**src/rtl/cmd_fifo_arbiter_if.sv**
```systemverilog
// Requester-side and FIFO-side signal bundle for cmd_fifo_arbiter.
// The slave modport is the arbiter's view; master is the surrounding system.
interface cmd_fifo_arbiter_if #(
   parameter int NUM_REQ    = 4,
   parameter int CMD_WIDTH  = 17,
   parameter int DATA_WIDTH = 8
);
   logic [NUM_REQ-1:0]           req_valid;
   logic [NUM_REQ*CMD_WIDTH-1:0] req_cmd;
   logic [NUM_REQ-1:0]           req_ready;
   logic [NUM_REQ-1:0]           rsp_valid;
   logic [DATA_WIDTH-1:0]        rsp_data;
   logic                         cmd_fifo_wr_en;
   logic [CMD_WIDTH-1:0]         cmd_fifo_data;
   logic                         cmd_fifo_full;
   logic                         resp_fifo_rd_en;
   logic [DATA_WIDTH-1:0]        resp_fifo_data;
   logic                         resp_fifo_empty;

   modport slave (
      input  req_valid, req_cmd, cmd_fifo_full, resp_fifo_data, resp_fifo_empty,
      output req_ready, rsp_valid, rsp_data, cmd_fifo_wr_en, cmd_fifo_data, resp_fifo_rd_en
   );

   modport master (
      output req_valid, req_cmd, cmd_fifo_full, resp_fifo_data, resp_fifo_empty,
      input  req_ready, rsp_valid, rsp_data, cmd_fifo_wr_en, cmd_fifo_data, resp_fifo_rd_en
   );
endinterface

```
**src/rtl/cmd_fifo_arbiter.sv**
```systemverilog
// Round-robin arbiter sharing one command FIFO among NUM_REQ requesters; read responses
// are routed back in issue order using a circular queue of requester IDs.
module cmd_fifo_arbiter #(
   parameter int NUM_REQ         = 4,
   parameter int CMD_WIDTH       = 17,
   parameter int DATA_WIDTH      = 8,
   parameter int MAX_OUTSTANDING = 8
) (
   input  logic                               i_clk,
   input  logic                               i_rst_n,
   cmd_fifo_arbiter_if.slave                  bus,
   output logic [$clog2(MAX_OUTSTANDING):0]   o_outstanding,
   output logic                               o_err_orphan
);
   localparam int ID_WIDTH = (NUM_REQ > 1) ? $clog2(NUM_REQ) : 1;
   localparam int PTR_W    = $clog2(MAX_OUTSTANDING);
   localparam int CNT_W    = PTR_W + 1;

   typedef enum logic {R_IDLE, R_CAPT} resp_state_t;

   resp_state_t            r_state;
   resp_state_t            w_state_next;
   logic [ID_WIDTH-1:0]    r_rr_ptr;
   logic [ID_WIDTH-1:0]    r_tag_mem [MAX_OUTSTANDING];
   logic [PTR_W-1:0]       r_tag_wr_ptr;
   logic [PTR_W-1:0]       r_tag_rd_ptr;
   logic [CNT_W-1:0]       r_outstanding;
   logic [NUM_REQ-1:0]     r_rsp_valid;
   logic [DATA_WIDTH-1:0]  r_rsp_data;
   logic                   r_err_orphan;

   logic [CMD_WIDTH-1:0]   w_cmd [NUM_REQ];
   logic [NUM_REQ-1:0]     w_eligible;
   logic [NUM_REQ-1:0]     w_grant;
   logic [ID_WIDTH-1:0]    w_gnt_idx;
   logic                   w_gnt_found;
   logic [ID_WIDTH:0]      w_sum;
   logic                   w_issue_read;
   logic                   w_tag_pop;
   logic [CNT_W-1:0]       w_cnt_after_pop;
   logic                   w_read_ok;
   logic                   w_rd_en;
   logic [ID_WIDTH-1:0]    w_tag_head;
   logic [NUM_REQ-1:0]     w_head_onehot;

   // A pop in the same cycle frees a slot, so a full queue can still accept a read.
   assign w_tag_pop       = (r_state == R_CAPT) && (r_outstanding != '0);
   assign w_cnt_after_pop = r_outstanding - CNT_W'(w_tag_pop);
   assign w_read_ok       = w_cnt_after_pop < CNT_W'(MAX_OUTSTANDING);

   genvar gi;
   generate
      for (gi = 0; gi < NUM_REQ; gi++) begin : g_req
         assign w_cmd[gi]      = bus.req_cmd[gi*CMD_WIDTH +: CMD_WIDTH];
         assign w_eligible[gi] = bus.req_valid[gi] & (w_cmd[gi][CMD_WIDTH-1] | w_read_ok);
      end
   endgenerate

   always_comb begin
      w_grant     = '0;
      w_gnt_idx   = '0;
      w_gnt_found = 1'b0;
      w_sum       = '0;
      for (int k = 1; k <= NUM_REQ; k++) begin
         w_sum = {1'b0, r_rr_ptr} + (ID_WIDTH+1)'(k);
         if (w_sum >= (ID_WIDTH+1)'(NUM_REQ)) begin
            w_sum = w_sum - (ID_WIDTH+1)'(NUM_REQ);
         end
         if (!w_gnt_found && w_eligible[w_sum[ID_WIDTH-1:0]]) begin
            w_gnt_found = 1'b1;
            w_gnt_idx   = w_sum[ID_WIDTH-1:0];
         end
      end
      if (!i_rst_n || bus.cmd_fifo_full) begin
         w_gnt_found = 1'b0;
      end
      if (w_gnt_found) begin
         w_grant[w_gnt_idx] = 1'b1;
      end
   end

   assign w_issue_read = w_gnt_found & ~w_cmd[w_gnt_idx][CMD_WIDTH-1];

   always_comb begin
      w_state_next = r_state;
      w_rd_en      = 1'b0;
      case (r_state)
         R_IDLE: begin
            if (!bus.resp_fifo_empty) begin
               w_rd_en      = 1'b1;
               w_state_next = R_CAPT;
            end
         end
         R_CAPT:  w_state_next = R_IDLE;
         default: w_state_next = R_IDLE;
      endcase
   end

   assign w_tag_head = r_tag_mem[r_tag_rd_ptr];

   always_comb begin
      w_head_onehot             = '0;
      w_head_onehot[w_tag_head] = 1'b1;
   end

   // Tag storage carries no reset; the pointers and count define what is valid.
   always_ff @(posedge i_clk) begin
      if (w_issue_read) begin
         r_tag_mem[r_tag_wr_ptr] <= w_gnt_idx;
      end
   end

   always_ff @(posedge i_clk or negedge i_rst_n) begin
      if (!i_rst_n) begin
         r_state       <= R_IDLE;
         r_rr_ptr      <= '0;
         r_tag_wr_ptr  <= '0;
         r_tag_rd_ptr  <= '0;
         r_outstanding <= '0;
         r_rsp_valid   <= '0;
         r_rsp_data    <= '0;
         r_err_orphan  <= 1'b0;
      end else begin
         r_state       <= w_state_next;
         r_outstanding <= r_outstanding + CNT_W'(w_issue_read) - CNT_W'(w_tag_pop);
         r_rsp_valid   <= '0;
         if (w_gnt_found) begin
            r_rr_ptr <= w_gnt_idx;
         end
         if (w_issue_read) begin
            r_tag_wr_ptr <= r_tag_wr_ptr + PTR_W'(1);
         end
         if (w_tag_pop) begin
            r_tag_rd_ptr <= r_tag_rd_ptr + PTR_W'(1);
         end
         // A response with no recorded owner is dropped and flagged.
         if (r_state == R_CAPT) begin
            if (w_tag_pop) begin
               r_rsp_data  <= bus.resp_fifo_data;
               r_rsp_valid <= w_head_onehot;
            end else begin
               r_err_orphan <= 1'b1;
            end
         end
      end
   end

   assign bus.req_ready       = w_grant;
   assign bus.cmd_fifo_wr_en  = w_gnt_found;
   assign bus.cmd_fifo_data   = w_gnt_found ? w_cmd[w_gnt_idx] : '0;
   assign bus.resp_fifo_rd_en = w_rd_en;
   assign bus.rsp_valid       = r_rsp_valid;
   assign bus.rsp_data        = r_rsp_data;
   assign o_outstanding       = r_outstanding;
   assign o_err_orphan        = r_err_orphan;
endmodule
```
**src/flat_wrapper.sv**
```systemverilog
// flat-port wrapper written by rule: the top's interface ports become plain ports
module cmd_fifo_arbiter_flat 
#(
   parameter int NUM_REQ         = 4,
   parameter int CMD_WIDTH       = 17,
   parameter int DATA_WIDTH      = 8,
   parameter int MAX_OUTSTANDING = 8
)
  (i_clk, i_rst_n, o_outstanding, o_err_orphan, bus_req_valid, bus_req_cmd, bus_cmd_fifo_full, bus_resp_fifo_data, bus_resp_fifo_empty, bus_req_ready, bus_rsp_valid, bus_rsp_data, bus_cmd_fifo_wr_en, bus_cmd_fifo_data, bus_resp_fifo_rd_en);
  cmd_fifo_arbiter_if #(.NUM_REQ(NUM_REQ), .CMD_WIDTH(CMD_WIDTH), .DATA_WIDTH(DATA_WIDTH)) bus_i ();
  input  logic i_clk;
  input  logic i_rst_n;
  output logic [$clog2(MAX_OUTSTANDING):0] o_outstanding;
  output logic o_err_orphan;
  input wire logic [$bits(bus_i.req_valid)-1:0] bus_req_valid;
  input wire logic [$bits(bus_i.req_cmd)-1:0] bus_req_cmd;
  input wire logic [$bits(bus_i.cmd_fifo_full)-1:0] bus_cmd_fifo_full;
  input wire logic [$bits(bus_i.resp_fifo_data)-1:0] bus_resp_fifo_data;
  input wire logic [$bits(bus_i.resp_fifo_empty)-1:0] bus_resp_fifo_empty;
  output wire logic [$bits(bus_i.req_ready)-1:0] bus_req_ready;
  output wire logic [$bits(bus_i.rsp_valid)-1:0] bus_rsp_valid;
  output wire logic [$bits(bus_i.rsp_data)-1:0] bus_rsp_data;
  output wire logic [$bits(bus_i.cmd_fifo_wr_en)-1:0] bus_cmd_fifo_wr_en;
  output wire logic [$bits(bus_i.cmd_fifo_data)-1:0] bus_cmd_fifo_data;
  output wire logic [$bits(bus_i.resp_fifo_rd_en)-1:0] bus_resp_fifo_rd_en;
  assign bus_i.req_valid = bus_req_valid;
  assign bus_i.req_cmd = bus_req_cmd;
  assign bus_i.cmd_fifo_full = bus_cmd_fifo_full;
  assign bus_i.resp_fifo_data = bus_resp_fifo_data;
  assign bus_i.resp_fifo_empty = bus_resp_fifo_empty;
  assign bus_req_ready = bus_i.req_ready;
  assign bus_rsp_valid = bus_i.rsp_valid;
  assign bus_rsp_data = bus_i.rsp_data;
  assign bus_cmd_fifo_wr_en = bus_i.cmd_fifo_wr_en;
  assign bus_cmd_fifo_data = bus_i.cmd_fifo_data;
  assign bus_resp_fifo_rd_en = bus_i.resp_fifo_rd_en;
  cmd_fifo_arbiter #(.NUM_REQ(NUM_REQ), .CMD_WIDTH(CMD_WIDTH), .DATA_WIDTH(DATA_WIDTH), .MAX_OUTSTANDING(MAX_OUTSTANDING)) u_core (.i_clk(i_clk), .i_rst_n(i_rst_n), .bus(bus_i), .o_outstanding(o_outstanding), .o_err_orphan(o_err_orphan));
endmodule
```
**config.mk**
```make
export PLATFORM = sky130hd
export DESIGN_NAME = cmd_fifo_arbiter_flat
export DESIGN_NICKNAME = d
export VERILOG_FILES = /design/src/rtl/cmd_fifo_arbiter_if.sv /design/src/rtl/cmd_fifo_arbiter.sv /design/src/flat_wrapper.sv
export SDC_FILE = /design/constraint.sdc
export NUM_CORES = 1
export LEC_CHECK = 0
export BUFFER_PORTS_ARGS = -buffer_cell sky130_fd_sc_hd__clkbuf_2
export CORE_ASPECT_RATIO = 2
export CORE_UTILIZATION = 47
export DETAILED_ROUTE_END_ITERATION = 10
export HOLD_SLACK_MARGIN = 0.02
export PLACE_DENSITY = 0.9
export SETUP_SLACK_MARGIN = 0.05
export SYNTH_ARGS = -nofsm -noshare
export SYNTH_HDL_FRONTEND = slang
export SYNTH_SLANG_ARGS = --single-unit
```
**constraint.sdc**
```tcl
create_clock -name i_clk -period 5.7 [get_ports i_clk]
set_clock_uncertainty 0.2 [all_clocks]
set_input_delay 1.14 -clock i_clk [delete_from_list [all_inputs] [get_ports i_clk]]
set_output_delay 1.14 -clock i_clk [all_outputs]
set_load 0.03 [all_outputs]
```
==> flow_summary.yaml, run 1 <==
power:
  power.static_leakage_nw: 1.75
  swShare_pct: 45.6
  peakVddDrop_v: 0.000289
  power.combinational.fraction_pct: 54.6
  power-per-cell-area_nw_per_um2: 468
  clkPwrFrac_pct: 13.4
  p_sw_mw: 0.731
  seq_power_share_pct: 32.0
  intPower_mw: 0.872
  totalPowerFinal_mw: 1.60
timing:
  finalHoldViolations: 0
  hold_ws_ps: 287
  report.final.slew_viol_count: 0
  setup_viol: 0
  max_slew.worst_pin.slew_ps: 505
  period_needed_ps: 5350
  max-slew-margin-rel_pct: 66.2
  period_share_pct: 93.9
  grt_setup_unrepaired: "false"
  setup_tns_ps: 0
  max_clock_freq_mhz: 187
clock_network:
  clockRootBuffer: "sky130_fd_sc_hd__clkbuf_8"
  clk_pin_slew_ps: 80
  h_tree_lvls: 2
  worstSkewPairLatency_ps: 290
  cts.sink_count: 42
  tritoncts_buffers: 5
  number_of_hold_buffers_added_after_cts: 0
  clock_tree_from_tritoncts: "done"
  clock_tree.buffer_depth: 2
synth:
  synth_edf_count: 16
  synth.yosys.seq_area_share_pct: 42.8
  yosys.area_share.adder_pct: 4.54
  synth_top_area_cell: "sky130_fd_sc_hd__dfrtp_1"
  synthDistinctLibCells: 49
  synth_top_area_share_pct: 24.6
  yosys-mux-area-fraction_pct: 11.2
  synth.top_cells.by_area: "sky130_fd_sc_hd__dfrtp_1 (25%), sky130_fd_sc_hd__edfxtp_1 (18%), sky130_fd_sc_hd__mux2i_1 (6.8%)"
  yosys_register_bits: 42
  synth.cells.most_frequent: "sky130_fd_sc_hd__nand2_1 (36), sky130_fd_sc_hd__dfrtp_1 (26), sky130_fd_sc_hd__a22oi_1 (19)"
  synth_xor_xnor_area_share_pct: 1.99
  synthesis.nets: 343
  synthMostInstantiatedCell: "sky130_fd_sc_hd__nand2_1"
  postSynthAreaPerCell_sq_um: 10.6
  ys_dominant_reg_cell: "sky130_fd_sc_hd__dfrtp_1"
  synthesis.area_sq_um: 2640
  asyncSetResetFlopFracSynth_pct: 61.9
  synth.yosys.warnings: 0
  synth_compound_area_share_pct: 19.4
  dominant_combinational_cell_family_by_area_after_synthesis: "compound AO/OA/AOI/OAI gates"
  synth_simple_gate_area_share_pct: 15.4
  synth_cells: 250
placed_design:
  dp.final_hpwl_um: 5450
  placedCellCount: 425
  globalplace.congestion: 1.02
  numPortBuffers: 123
die:
  start_util_pct: 48.8
  die-height_um: 108
  core.rowCount: 38
  die_area_sq_um: 5950
  die_width_um: 55.0
  pin_count: 124
  placeableCoreArea_sq_um: 5420
setup_path:
  critical_path_peak_fanout: 26
  critPathArrivalTime_ps: 4010
  crit_type: "reg -> out"
  setup.worst_path.end_class: "output pin"
  worst-endpoint-required_ps: 4360
  setup.worst_path.start_class: "flip-flop"
global_route:
  grt_pass1_wl_um: 10800
  global_route.overflow_total: 0
  grt_start_max_net_pins: 28
  grt_use_total_pct: 24.8
  grt_antenna_before_repair: 0
  grt_pass1_vias: 2391
drt:
  aggregate_routed_wire_length_um: 6800
  drt-wirelength-per-cell_um: 15.7
  via_count: 2496
  remaining_drc_errors: 0
  ant_nets: 0
  drtIter0Drc: 68
  routed_via_count_divided_by_cell_count: 5.75
  number_of_iterations_in_the_first_detailed_routing_pass: 4
final_layout:
  diodes: 0
  final_layout_size_suffix_gt1_share_pct: 39.8
  flow.area_growth_from_synthesis_pct: 29.6
  finalNetCount: 466
  layout.cells.non_filler: 434
worst_hold_path:
  worst_hold_class: "reg -> reg"
run:
  cap_viol_max_count: 0
run_status:
  outcome: "finished clean"
==> flip-flops by register name (all words and copies together), names as in the netlist <==
name,count
u_core.r_tag_rd_ptr,3
u_core.r_tag_mem,16
u_core.bus.rsp_data,8
u_core.r_tag_wr_ptr,3
u_core.bus.rsp_valid,4
u_core.r_state,1
u_core.r_rr_ptr,2
u_core.o_err_orphan,1
u_core.o_outstanding,4
==> worst max-delay path, stage by stage, from the launching register on <==
cell and delay [ps]:
sky130_fd_sc_hd__dfrtp_1 510, sky130_fd_sc_hd__inv_1 80, sky130_fd_sc_hd__ha_1 170, sky130_fd_sc_hd__and3_1 170
sky130_fd_sc_hd__nand2b_2 280, sky130_fd_sc_hd__inv_1 130, sky130_fd_sc_hd__ha_1 340, sky130_fd_sc_hd__and2_1 370
sky130_fd_sc_hd__o211a_1 310, sky130_fd_sc_hd__o211ai_1 180, sky130_fd_sc_hd__nand4_1 130, sky130_fd_sc_hd__buf_4 360
sky130_fd_sc_hd__mux2i_2 320, sky130_fd_sc_hd__o21a_1 140, sky130_fd_sc_hd__nor2_1 40, sky130_fd_sc_hd__clkbuf_2 180
==> layer usage <==
layer  vias to the layer above  GRT usage, %  share of wire [%]
li1                       1185             -                  -
met1                      1133          25.5                 33
met2                       159          45.3                 55
met3                        19          3.66                7.9
met4                         0          12.1                3.5
met5                         -             0                  0
==> layout by cell type (no fill, tap or decap), types with 4 or more instances in the layout <==
| master | netlist | final |
|---|---|---|
| sky130_fd_sc_hd__a21oi_1 | 7 | 7 |
| sky130_fd_sc_hd__a22oi_1 | 19 | 19 |
| sky130_fd_sc_hd__and3_1 | 4 | 4 |
| sky130_fd_sc_hd__buf_4 | 0 | 5 |
| sky130_fd_sc_hd__clkbuf_2 | 0 | 123 |
| sky130_fd_sc_hd__clkbuf_8 | 0 | 5 |
| sky130_fd_sc_hd__dfrtp_1 | 26 | 26 |
| sky130_fd_sc_hd__edfxtp_1 | 16 | 16 |
| sky130_fd_sc_hd__ha_1 | 8 | 8 |
| sky130_fd_sc_hd__inv_1 | 13 | 13 |
| sky130_fd_sc_hd__mux2i_1 | 18 | 18 |
| sky130_fd_sc_hd__mux4_2 | 4 | 4 |
| sky130_fd_sc_hd__nand2_1 | 36 | 35 |
| sky130_fd_sc_hd__nor2_1 | 11 | 11 |
| sky130_fd_sc_hd__o22ai_1 | 16 | 16 |
==> kinds of logic (layout without fill, tap and decap cells) <==
| group | after synthesis | after routing |
|---|---|---|
| compound gates | 65 | 65 |
| fa+ha+maj | 9 | 9 |
| xor+xnor | 6 | 6 |
| simple gates | 77 | 77 |
| flops | 42 | 42 |
| buf+inv | 27 | 151 |
| mux | 24 | 24 |
==> metrics by stage <==
stage	instance area, sq um	setup slack [ps]	utilization [%]
final	3430	346	63.2
after global routing	3430	75.8	63.2
after CTS	3400	249	62.8
after detailed placement	3300	562	60.8
after global placement	3300	739	60.8
after floorplan	2640	578	-
==> timing repair <==
| item | 4_1_cts | 5_1_grt |
|---|---|---|
| resized for setup | 0 | 2 |
| setup buffers | 0 | 1 |
| endpoints found under the setup margin | 0 | 18 |
==> path summary, 6_finish.rpt <==
kind | start | endpoint | slack [ps] | cells past startpoint
max | u_core.o_outstanding[3] | bus_cmd_fifo_data[16] | 350 | 15
min | u_core.bus.rsp_data[4] | u_core.bus.rsp_data[4] | 290 | 2
max reg2reg | u_core.o_outstanding[3] | u_core.o_outstanding[2] | 780 | 17
min reg2reg | u_core.bus.rsp_data[4] | u_core.bus.rsp_data[4] | 290 | 2
max in group asynchronous | i_rst_n | u_core.r_tag_wr_ptr[0] | 4420 | 2
min in group asynchronous | i_rst_n | u_core.bus.rsp_data[4] | 630 | 2
==> layout make-up <==
| cell class | count | area, sq um |
|---|---|---|
| clock buffer | 7 | 97.6 |
| clock inverter | 1 | 6.26 |
| fill | 460 | 1990 |
| inverter | 14 | 52.6 |
| multi-input combinational | 181 | 1390 |
| sequential | 42 | 1130 |
| tap | 60 | 75.1 |
| timing repair buffer | 129 | 673 |
==> power groups by stage <==
| stage | clock (mW) | combinational, mW | sequential [mW] |
|---|---|---|---|
| after CTS | 0.218 | 0.863 | 0.511 |
| after global placement | 0 | 0.833 | 0.509 |
| final | 0.215 | 0.875 | 0.512 |
| after global routing | 0.229 | 0.960 | 0.530 |
| after detailed placement | 0 | 0.858 | 0.517 |
| after floorplan | 0 | 0.590 | 0.563 |
Power figures use the tool's default switching activity.
==> run 2: changes to the inputs <==
--- a/config.mk
+++ b/config.mk
@@ -7,6 +7,7 @@
 export LEC_CHECK = 0
 export BUFFER_PORTS_ARGS = -buffer_cell sky130_fd_sc_hd__clkbuf_2
 export CORE_ASPECT_RATIO = 2
+export CORE_MARGIN = 2
 export CORE_UTILIZATION = 47
 export DETAILED_ROUTE_END_ITERATION = 10
 export HOLD_SLACK_MARGIN = 0.02
==> flow_summary.yaml, run 2 (same netlist as run 1, synthesis figures left out) <==
die:
  die_width_um: 57.0
  pin_count: 124
  placeableCoreArea_sq_um: 5420
  die_area_sq_um: 6280
  die-height_um: 110
  core.rowCount: 38
  start_util_pct: 48.8
setup_path:
  worst-endpoint-required_ps: 4360
  setup.worst_path.end_class: "output pin"
  critPathArrivalTime_ps: 3990
  critical_path_peak_fanout: 16
  setup.worst_path.start_class: "flip-flop"
  crit_type: "reg -> out"
run_status:
  outcome: "finished clean"
timing:
  max_clock_freq_mhz: 188
  setup_tns_ps: 0
  max_slew.worst_pin.slew_ps: 492
  grt_setup_unrepaired: "false"
  period_needed_ps: 5330
  period_share_pct: 93.5
  setup_viol: 0
  max-slew-margin-rel_pct: 67.2
  report.final.slew_viol_count: 0
  finalHoldViolations: 0
final_layout:
  utilization_pct: 62.7
  mostFrequentLayoutCells: "sky130_fd_sc_hd__clkbuf_2 (123), sky130_fd_sc_hd__nand2_1 (35), sky130_fd_sc_hd__dfrtp_1 (26), sky130_fd_sc_hd__a22oi_1 (19), sky130_fd_sc_hd__mux2i_1 (18)"
  max_flop_register: "u_core.r_tag_mem"
  flow.area_growth_from_synthesis_pct: 28.5
  diodes: 0
  multi_input_comb_area_sq_um: 1390
  design_area_sq_um: 3400
  layout.area.seq_sq_um: 1130
  filler_cell_count: 469
  finalNetCount: 467
  mostFrequentLayoutCell: "sky130_fd_sc_hd__clkbuf_2"
  largest_register_ff_count: 16
  final_layout_size_suffix_gt1_share_pct: 39.7
clock_network:
  clock_tree.buffer_depth: 2
  clock_tree_from_tritoncts: "done"
  clockRootBuffer: "sky130_fd_sc_hd__clkbuf_8"
  h_tree_lvls: 2
  worstSkewPairLatency_ps: 290
  postCtsSetupRepairBufs: 0
  clk_pin_slew_ps: 70
  tritoncts_buffers: 5
  cts.sink_count: 42
drt:
  drt-wirelength-per-cell_um: 16.0
  aggregate_routed_wire_length_um: 6980
  number_of_iterations_in_the_first_detailed_routing_pass: 4
  remaining_drc_errors: 0
  drtIter0Drc: 84
  routed_via_count_divided_by_cell_count: 5.83
  via_count: 2535
  ant_nets: 0
global_route:
  grt_use_total_pct: 23.9
  grt_pass1_vias: 2647
  grt_antenna_before_repair: 0
  grt_start_max_net_pins: 28
  grt_pass1_wl_um: 11600
  global_route.overflow_total: 0
power:
  totalPowerFinal_mw: 1.57
  power.combinational.fraction_pct: 55.9
  p_sw_mw: 0.724
  power-per-cell-area_nw_per_um2: 461
  seq_power_share_pct: 32.7
  power.static_leakage_nw: 1.74
  clkPwrFrac_pct: 11.4
  peakVddDrop_v: 0.000357
  intPower_mw: 0.841
  swShare_pct: 46.3
placed_design:
  dp.final_hpwl_um: 5830
  globalplace.congestion: 0.985
  dpl-instance-area_sq_um: 3310
  numPortBuffers: 123
run:
  cap_viol_max_count: 0
worst_hold_path:
  worst_hold_class: "reg -> reg"
==> run 2: cell count changes in the layout (fill, tap and decap cells not counted) <==
cell,before,now
sky130_fd_sc_hd__buf_4,5,7
sky130_fd_sc_hd__clkinv_2,0,2
sky130_fd_sc_hd__buf_12,1,0
sky130_fd_sc_hd__clkbuf_16,1,0
sky130_fd_sc_hd__inv_4,1,0
sky130_fd_sc_hd__nand2b_1,3,4
sky130_fd_sc_hd__nand2b_2,1,0
==> run 2: worst paths after layout <==
path	startpoint	to	slack, ps	cells after the start
worst max-delay path	u_core.o_outstanding[3]	bus_cmd_fifo_data[9]	370	14
min in group asynchronous	i_rst_n	u_core.r_rr_ptr[0]	640	2
worst max register to register	u_core.o_outstanding[3]	u_core.o_outstanding[2]	880	17
worst min register to register	u_core.bus.rsp_data[6]	u_core.bus.rsp_data[6]	280	2
max in group asynchronous	i_rst_n	u_core.bus.rsp_valid[0]	4400	2
worst min-delay path	u_core.bus.rsp_data[6]	u_core.bus.rsp_data[6]	280	2
==> run 2: what timing repair did <==
item / 4_1_cts / 5_1_grt
endpoints found under the setup margin: 0 / 14
hold buffers: 0 / 0
gates resized for setup: 0 / 1
==> run 2: final cells by class <==
cell class / instances / share of cell area [%]
Clock inverter: 2 / 0.295
Timing Repair Buffer: 130 / 19.7
Sequential cell: 42 / 33.3
Tap cell: 60 / 2.21
Multi-Input combinational cell: 181 / 40.9
Inverter: 14 / 1.55
Clock buffer: 6 / 2.14
==> run 2: stage by stage <==
| step | instances | hold slack (ps) | setup slack (ps) |
|---|---|---|---|
| final | 435 | 279 | 370 |
| after global routing | 435 | 299 | 66.9 |
| after CTS | 435 | 282 | 349 |
| after detailed placement | 427 | 263 | 664 |
| after global placement | 427 | 257 | 787 |
| after floorplan | 250 | 274 | 578 |
==> run 2: worst max-delay path: stages (launching register included) <==
cell and delay [ps]:
sky130_fd_sc_hd__dfrtp_1 470, sky130_fd_sc_hd__inv_1 70, sky130_fd_sc_hd__ha_1 170, sky130_fd_sc_hd__and3_1 170, sky130_fd_sc_hd__nand2b_1 350, sky130_fd_sc_hd__inv_1 160
sky130_fd_sc_hd__ha_1 340, sky130_fd_sc_hd__and2_1 350, sky130_fd_sc_hd__o211a_1 310, sky130_fd_sc_hd__nand3_1 220, sky130_fd_sc_hd__nand4_1 190, sky130_fd_sc_hd__buf_4 300
sky130_fd_sc_hd__mux2i_1 290, sky130_fd_sc_hd__o22ai_1 130, sky130_fd_sc_hd__clkbuf_2 200
==> run 2: metal layers <==
layer / vias to the layer above / global-route usage, % / part of all wire, %
met5: - / 0 / 0
met4: 0 / 12.1 / 4.1
met3: 28 / 3.97 / 7.1
met2: 157 / 48.4 / 57
met1: 1159 / 21.5 / 32
li1: 1191 / - / -
==> run 2: power by group through the flow <==
stage	clock network (mW)	registers, mW	logic (mW)
floorplan	0	0.563	0.590
CTS	0.184	0.511	0.880
detailed placement	0	0.517	0.876
global placement	0	0.509	0.849
finish	0.179	0.511	0.875
global route	0.197	0.527	0.960
